==> src/rtl/alu_exec_unit_if.sv <==
// Execute-stage ALU bus: decoder/operand inputs and combinational/registered results.
interface alu_exec_unit_if #(
    parameter int XLEN = 32
);
    logic [1:0]      ALUOp;
    logic            funct7_30;
    logic [2:0]      funct3;
    logic            Lui;
    logic            Auipc;
    logic [XLEN-1:0] readData1_R;
    logic [XLEN-1:0] PCaddress;
    logic [XLEN-1:0] aluB;

    logic [3:0]      aluControl;
    logic [XLEN-1:0] aluA;
    logic [XLEN-1:0] aluResult;
    logic            zero;
    logic            s_less;
    logic            u_less;
    logic [XLEN-1:0] aluResult_q;
    logic            zero_q;
    logic            s_less_q;
    logic            u_less_q;

    // Decode/operand source side (core control path, or a testbench)
    modport master (
        output ALUOp, funct7_30, funct3, Lui, Auipc, readData1_R, PCaddress, aluB,
        input  aluControl, aluA, aluResult, zero, s_less, u_less,
        input  aluResult_q, zero_q, s_less_q, u_less_q
    );

    // ALU side
    modport slave (
        input  ALUOp, funct7_30, funct3, Lui, Auipc, readData1_R, PCaddress, aluB,
        output aluControl, aluA, aluResult, zero, s_less, u_less,
        output aluResult_q, zero_q, s_less_q, u_less_q
    );
endinterface

==> src/rtl/alu_exec_unit.sv <==
// RV32I execute-stage ALU: operation decode, operand-A select, result and
// compare flags (combinational), plus a registered copy for trace/debug.
module alu_exec_unit #(
    parameter int XLEN = 32
) (
    input logic             clk,
    input logic             rst_n,
    alu_exec_unit_if.slave  bus
);
    localparam int SHW = $clog2(XLEN);

    typedef enum logic [3:0] {
        OP_ADD  = 4'd0,
        OP_SUB  = 4'd1,
        OP_SLL  = 4'd2,
        OP_SLT  = 4'd3,
        OP_SLTU = 4'd4,
        OP_XOR  = 4'd5,
        OP_SRL  = 4'd6,
        OP_SRA  = 4'd7,
        OP_OR   = 4'd8,
        OP_AND  = 4'd9
    } alu_op_e;

    alu_op_e         op;
    logic [XLEN-1:0] op_a;
    logic [XLEN-1:0] op_b;
    logic [SHW-1:0]  shamt;

    // Combinational results double as next-state for the trace registers
    logic [XLEN-1:0] res_d;
    logic            zero_d;
    logic            s_less_d;
    logic            u_less_d;

    logic [XLEN-1:0] res_q;
    logic            zero_q;
    logic            s_less_q;
    logic            u_less_q;

    // Decode ALU class and funct fields into a concrete operation
    always_comb begin
        op = OP_ADD;
        unique case (bus.ALUOp)
            2'b00: op = OP_ADD;
            2'b01: op = OP_SUB;
            default: begin
                // R-type and I-type share the funct3 map; bit 30 selects SUB
                // only for R-type, since in I-type ADDI it is an immediate bit.
                unique case (bus.funct3)
                    3'b000: op = (bus.ALUOp == 2'b10 && bus.funct7_30) ? OP_SUB : OP_ADD;
                    3'b001: op = OP_SLL;
                    3'b010: op = OP_SLT;
                    3'b011: op = OP_SLTU;
                    3'b100: op = OP_XOR;
                    3'b101: op = bus.funct7_30 ? OP_SRA : OP_SRL;
                    3'b110: op = OP_OR;
                    default: op = OP_AND;
                endcase
            end
        endcase
    end

    // Operand A: LUI forces zero and overrides AUIPC's PC selection
    always_comb begin
        op_a = bus.readData1_R;
        if (bus.Lui) begin
            op_a = '0;
        end else if (bus.Auipc) begin
            op_a = bus.PCaddress;
        end
    end

    assign op_b  = bus.aluB;
    assign shamt = op_b[SHW-1:0];

    // Compare flags are independent of the selected operation
    assign s_less_d = $signed(op_a) < $signed(op_b);
    assign u_less_d = op_a < op_b;

    // Result datapath
    always_comb begin
        res_d = '0;
        case (op)
            OP_ADD:  res_d = op_a + op_b;
            OP_SUB:  res_d = op_a - op_b;
            OP_SLL:  res_d = op_a << shamt;
            OP_SLT:  res_d = {{(XLEN-1){1'b0}}, s_less_d};
            OP_SLTU: res_d = {{(XLEN-1){1'b0}}, u_less_d};
            OP_XOR:  res_d = op_a ^ op_b;
            OP_SRL:  res_d = op_a >> shamt;
            OP_SRA:  res_d = $unsigned($signed(op_a) >>> shamt);
            OP_OR:   res_d = op_a | op_b;
            OP_AND:  res_d = op_a & op_b;
            default: res_d = '0;
        endcase
    end

    assign zero_d = (res_d == '0);

    // Trace registers: capture every cycle, cleared asynchronously
    always_ff @(posedge clk or negedge rst_n) begin
        if (!rst_n) begin
            res_q    <= '0;
            zero_q   <= 1'b0;
            s_less_q <= 1'b0;
            u_less_q <= 1'b0;
        end else begin
            res_q    <= res_d;
            zero_q   <= zero_d;
            s_less_q <= s_less_d;
            u_less_q <= u_less_d;
        end
    end

    assign bus.aluControl  = op;
    assign bus.aluA        = op_a;
    assign bus.aluResult   = res_d;
    assign bus.zero        = zero_d;
    assign bus.s_less      = s_less_d;
    assign bus.u_less      = u_less_d;
    assign bus.aluResult_q = res_q;
    assign bus.zero_q      = zero_q;
    assign bus.s_less_q    = s_less_q;
    assign bus.u_less_q    = u_less_q;
endmodule

==> src/flat_wrapper.sv <==
// flat-port wrapper written by rule: the top's interface ports become plain ports
module alu_exec_unit_flat 
#(
    parameter int XLEN = 32
)
  (clk, rst_n, bus_ALUOp, bus_funct7_30, bus_funct3, bus_Lui, bus_Auipc, bus_readData1_R, bus_PCaddress, bus_aluB, bus_aluControl, bus_aluA, bus_aluResult, bus_zero, bus_s_less, bus_u_less, bus_aluResult_q, bus_zero_q, bus_s_less_q, bus_u_less_q);
  alu_exec_unit_if #(.XLEN(XLEN)) bus_i ();
  input logic clk;
  input logic rst_n;
  input wire logic [$bits(bus_i.ALUOp)-1:0] bus_ALUOp;
  input wire logic [$bits(bus_i.funct7_30)-1:0] bus_funct7_30;
  input wire logic [$bits(bus_i.funct3)-1:0] bus_funct3;
  input wire logic [$bits(bus_i.Lui)-1:0] bus_Lui;
  input wire logic [$bits(bus_i.Auipc)-1:0] bus_Auipc;
  input wire logic [$bits(bus_i.readData1_R)-1:0] bus_readData1_R;
  input wire logic [$bits(bus_i.PCaddress)-1:0] bus_PCaddress;
  input wire logic [$bits(bus_i.aluB)-1:0] bus_aluB;
  output wire logic [$bits(bus_i.aluControl)-1:0] bus_aluControl;
  output wire logic [$bits(bus_i.aluA)-1:0] bus_aluA;
  output wire logic [$bits(bus_i.aluResult)-1:0] bus_aluResult;
  output wire logic [$bits(bus_i.zero)-1:0] bus_zero;
  output wire logic [$bits(bus_i.s_less)-1:0] bus_s_less;
  output wire logic [$bits(bus_i.u_less)-1:0] bus_u_less;
  output wire logic [$bits(bus_i.aluResult_q)-1:0] bus_aluResult_q;
  output wire logic [$bits(bus_i.zero_q)-1:0] bus_zero_q;
  output wire logic [$bits(bus_i.s_less_q)-1:0] bus_s_less_q;
  output wire logic [$bits(bus_i.u_less_q)-1:0] bus_u_less_q;
  assign bus_i.ALUOp = bus_ALUOp;
  assign bus_i.funct7_30 = bus_funct7_30;
  assign bus_i.funct3 = bus_funct3;
  assign bus_i.Lui = bus_Lui;
  assign bus_i.Auipc = bus_Auipc;
  assign bus_i.readData1_R = bus_readData1_R;
  assign bus_i.PCaddress = bus_PCaddress;
  assign bus_i.aluB = bus_aluB;
  assign bus_aluControl = bus_i.aluControl;
  assign bus_aluA = bus_i.aluA;
  assign bus_aluResult = bus_i.aluResult;
  assign bus_zero = bus_i.zero;
  assign bus_s_less = bus_i.s_less;
  assign bus_u_less = bus_i.u_less;
  assign bus_aluResult_q = bus_i.aluResult_q;
  assign bus_zero_q = bus_i.zero_q;
  assign bus_s_less_q = bus_i.s_less_q;
  assign bus_u_less_q = bus_i.u_less_q;
  alu_exec_unit #(.XLEN(XLEN)) u_core (.clk(clk), .rst_n(rst_n), .bus(bus_i));
endmodule
==> config.mk <==
export PLATFORM = sky130hd
export DESIGN_NAME = alu_exec_unit_flat
export DESIGN_NICKNAME = d
export VERILOG_FILES = /design/src/rtl/alu_exec_unit_if.sv /design/src/rtl/alu_exec_unit.sv /design/src/flat_wrapper.sv
export SDC_FILE = /design/constraint.sdc
export NUM_CORES = 1
export LEC_CHECK = 0
export BUFFER_PORTS_ARGS = -buffer_cell sky130_fd_sc_hd__buf_2
export CORE_ASPECT_RATIO = 1.75
export CORE_MARGIN = 1
export CORE_UTILIZATION = 50
export DETAILED_ROUTE_END_ITERATION = 7
export GPL_ROUTABILITY_DRIVEN = 0
export PLACE_DENSITY = 0.73
export SLEW_MARGIN = 20
export SYNTH_ARGS = -nofsm -noshare
export SYNTH_HDL_FRONTEND = slang
export SYNTH_SLANG_ARGS = --single-unit
==> constraint.sdc <==
create_clock -name clk -period 5.8 [get_ports clk]
set_input_delay 0.29 -clock clk [delete_from_list [all_inputs] [get_ports clk]]
set_output_delay 0.29 -clock clk [all_outputs]
set_load 0.01 [all_outputs]
==> results of run 1 <==
## kinds of logic after synthesis
| family | share of synthesized area [%] |
|---|---|
| AO/OA/AOI/OAI | 34.4 |
| flip-flops | 7.86 |
| multiplexers | 11.8 |
| buffers and inverters | 7.90 |
| adder cells (fa/ha/maj) | 9.57 |
| XOR/XNOR | 0.865 |
| AND/OR/NAND/NOR | 27.7 |
## through the flow
step	utilization [%]	instances	cell area [um2]	worst slack [ns]
after floorplan	-	1632	11100	0.406
after global placement	59.3	2126	12900	0.0668
after detailed placement	59.4	2126	12900	0.0139
after CTS	60.1	2134	13000	0.0130
## layer usage
layer  GRT usage, %  GRT overflow
met1           56.2             0
met2           77.8             2
met3           32.2             0
met4           54.0             3
met5           5.52             0
==> results.sh, run 1 <==
export IMPL_status="aborted with a tool error"
export IMPL_lastStage="global routing (5_1_grt)"
export IMPL_stop_error="[ERROR GRT-0116] Global routing finished with congestion. Check the congestion regions in the DRC Viewer."
export IMPL_cts_hold_fix_buffers=0
export IMPL_grt_max_degree=52
export IMPL_rows=71
export IMPL_synthDistinctLibCells=92
export IMPL_cts_resized_gates=0
export IMPL_grt_pass1_vias=15800
export IMPL_cts_root_buffer="clkbuf_16"
export IMPL_netlist_area_um2=11100
export IMPL_io_pins=212
export IMPL_track_usage_pct=55.6
export IMPL_numCtsBuffers=5
export IMPL_synth_top_area_share_pct=9.21
export IMPL_ys_flop_type="dfrtp_1"
export IMPL_synth_seq_area_share_pct=7.86
export IMPL_fp_dieH_um=199
export IMPL_synthTopCellsByCount="208 x nor2_1, 144 x nand2_1, 98 x a21oi_1, 96 x o21ai_0, 95 x inv_1"
export IMPL_yosysMostFrequentCell="nor2_1"
export IMPL_async_flop_share_pct=100
export IMPL_cts_max_level=2
export IMPL_synth_edf_count=0
export IMPL_yosysTopAreaCell="ha_1"
export IMPL_mappedNetlistNets=1822
export IMPL_yosysWarnings=0
export IMPL_start_util_pct=51.4
export IMPL_syn_inst=1632
export IMPL_synth_area_leaders="ha_1 9.2%, dfrtp_1 7.9%, nor2_1 7.0%"
export IMPL_die_w_um=115
export IMPL_port_buffers=211
export IMPL_grt_overflow_total=5
export IMPL_avgSynthCellArea_um2=6.83
export IMPL_dp_hpwl_mm=46.2
export IMPL_clockBufferDepth=2
export IMPL_ys_ff_latch=35
export IMPL_grt_pass1_wl_mm=95.0
export IMPL_postCtsSetupRepairBufs=0
export IMPL_cts_num_sinks=35
==> inputs of run 2 (changes only) <==
- CORE_ASPECT_RATIO: 1.75 -> not set
- CORE_UTILIZATION: 50 -> 35
- PLACE_DENSITY: 0.73 -> not set
- PLACE_DENSITY_LB_ADDON: not set -> 0.15
==> results.sh, run 2 <==
export IMPL_dp_cells=2219
export IMPL_yosysMostFrequentCell="nor2_1"
export IMPL_vias_per_cell=6.88
export IMPL_detail_route_antenna_nets=0
export IMPL_dr_total_vias=15300
export IMPL_finalWirelength_mm=61.6
export IMPL_critical_path_class="input pin to primary output"
export IMPL_area_delta_synth_final_pct=17.6
export IMPL_yosysWarnings=0
export IMPL_path_clk_slew_ns=0.06
export IMPL_status="finished clean"
export IMPL_crit_path_frequent_cell="buf_4"
export IMPL_max_vdd_ir_drop_mv=0.167
export IMPL_port_buffers=211
export IMPL_async_flop_share_pct=100
export IMPL_fmax_ghz=0.178
export IMPL_final_cell_mix="210 x buf_2, 208 x nor2_1, 144 x nand2_1"
export IMPL_die_w_um=180
export IMPL_dp_hpwl_mm=47.8
export IMPL_grt_pass1_wl_mm=90.9
export IMPL_cts_max_level=2
export IMPL_cts_num_sinks=35
export IMPL_clockBufferDepth=2
export IMPL_rows=64
export IMPL_start_util_pct=36.0
export IMPL_cts_tree="done"
export IMPL_cp_end_kind="primary output"
export IMPL_relSlewSlack_pct=24.3
export IMPL_numCtsBuffers=5
export IMPL_grt_overflow_total=0
export IMPL_grt_pass1_vias=14200
export IMPL_cp_slowest_cell="a2111oi_1"
export IMPL_tns_ns=0
export IMPL_finalPower_w=0.00200
export IMPL_layout_commonest_cell="buf_2"
export IMPL_critPathLaunchType="input pin"
export IMPL_synthDistinctLibCells=92
export IMPL_synth_area_leaders="ha_1 9.2%, dfrtp_1 7.9%, nor2_1 7.0%"
export IMPL_max_cap_violations=0
export IMPL_mappedNetlistNets=1822
export IMPL_final_max_slew_viol_count=0
export IMPL_tightestPinTransition_ns=1.13
export IMPL_fin_area_um2=13100
export IMPL_drtIter0Drc=2311
export IMPL_syn_inst=1632
export IMPL_cp_arrival_ns=5.33
export IMPL_nets=2022
export IMPL_io_pins=212
export IMPL_track_usage_pct=36.7
export IMPL_worstPathRequired_ns=5.51
export IMPL_avgSynthCellArea_um2=6.83
export IMPL_netlist_area_um2=11100
export IMPL_hp_class="input pin to asynchronous set/reset pin"
export IMPL_ys_ff_latch=35
export IMPL_crit_fanout=32
export IMPL_fp_dieArea_um2=32600
export IMPL_multi_input_area_um2=9420
export IMPL_crit_path_cell_trace="buf_2 -> buf_4 -> nand3b_1 -> buf_4 -> o22ai_1 -> nor2_1 -> o22ai_1 -> a2111oi_1 -> buf_4 -> nand4_1 -> or3_1 -> nor3_1 -> and4b_1 -> nand4b_1 -> nor4_2 -> buf_2"
export IMPL_largest_register_ffs=32
export IMPL_place_area_um2=12900
export IMPL_setup_violations=0
export IMPL_layout_drive_gt1_share_pct=22.1
export IMPL_power_density_nw_per_um2=153
export IMPL_cts_root_buffer="clkbuf_16"
export IMPL_fp_dieH_um=180
export IMPL_drc_errors=0
export IMPL_max_stage_delay_ns=0.90
export IMPL_final_cell_count_no_fill=2230
export IMPL_synthTopCellsByCount="208 x nor2_1, 144 x nand2_1, 98 x a21oi_1, 96 x o21ai_0, 95 x inv_1"
export IMPL_yosysTopAreaCell="ha_1"
export IMPL_path_delay_family="simple AND/OR/NAND/NOR gates"
export IMPL_hold_viol_final=0
export IMPL_ys_flop_type="dfrtp_1"
export IMPL_post_route_min_period_ns=5.62
export IMPL_core_area_um2=31000
export IMPL_power_leakage_nw=5.77
export IMPL_finalCritPeriodShare_pct=96.9
export IMPL_seq_area_um2=876
export IMPL_synth_seq_area_share_pct=7.86
export IMPL_grt_antenna_before_repair=3
export IMPL_dr_pass1_iters=8
export IMPL_synth_edf_count=0
export IMPL_grt_max_degree=57
export IMPL_hold_slack_ns=0.0676
export IMPL_cp_num_buf_inv=5
export IMPL_wl_per_cell_um=27.6
export IMPL_synth_top_area_share_pct=9.21
export IMPL_fillers=3281
## run 2: logic make-up after synthesis
family / share of synthesized area, %
AO/OA/AOI/OAI: 34.4
XOR/XNOR: 0.865
adder cells (fa/ha/maj): 9.57
buffers and inverters: 7.90
flip-flops: 7.86
multiplexers: 11.8
AND/OR/NAND/NOR: 27.7
## run 2: final cells by class
| cell class | instances | share of cell area (%) |
|---|---|---|
| multi-input cells | 1387 | 71.9 |
| repair buffers | 305 | 13.7 |
| flip-flops and latches | 35 | 6.68 |
| well taps | 396 | 3.78 |
| inverters | 98 | 2.81 |
| clock buffers | 5 | 0.955 |
| clock inverters | 3 | 0.153 |
| diodes | 1 | 0.0191 |
## run 2: power by group
group / total, W / internal, W / switching [W]
sequential: 0.000299 / 0.000289 / 0.00000973
combinational: 0.00142 / 0.000493 / 0.000923
clock: 0.000289 / 0.000159 / 0.000130
## run 2: per-layer routing
metal	vias up	routed length, um	track usage (%)
met3	328	8340	11.5
met1	7098	23100	45.8
li1	6626	-	-
met5	-	30	0
met2	1291	25000	53.8
met4	4	5250	24.9
## run 2: path summary, 6_finish.rpt
path / from / to / slack, ns / cells past startpoint
min in group clk: bus_aluB[31] / u_core.bus.u_less_q / 0.49 / 4
max in group asynchronous: rst_n / u_core.bus.aluResult_q[10] / 5.17 / 1
max: bus_Lui / bus_zero / 0.18 / 16
min: rst_n / u_core.bus.s_less_q / 0.07 / 1
## run 2: what timing repair did
item,in CTS,in global routing
resized for setup,0,5
setup endpoints to repair,0,1
hold buffers,0,0
buffers inserted,0,2
## run 2: stage by stage
step	setup WS, ns	util [%]
detailed placement	0.167	41.7
global placement	0.252	41.7
CTS	0.176	42.2
global route	-0.0161	42.3
finish	0.181	42.3
floorplan	0.406	-
(Power assumes the default switching activity.)
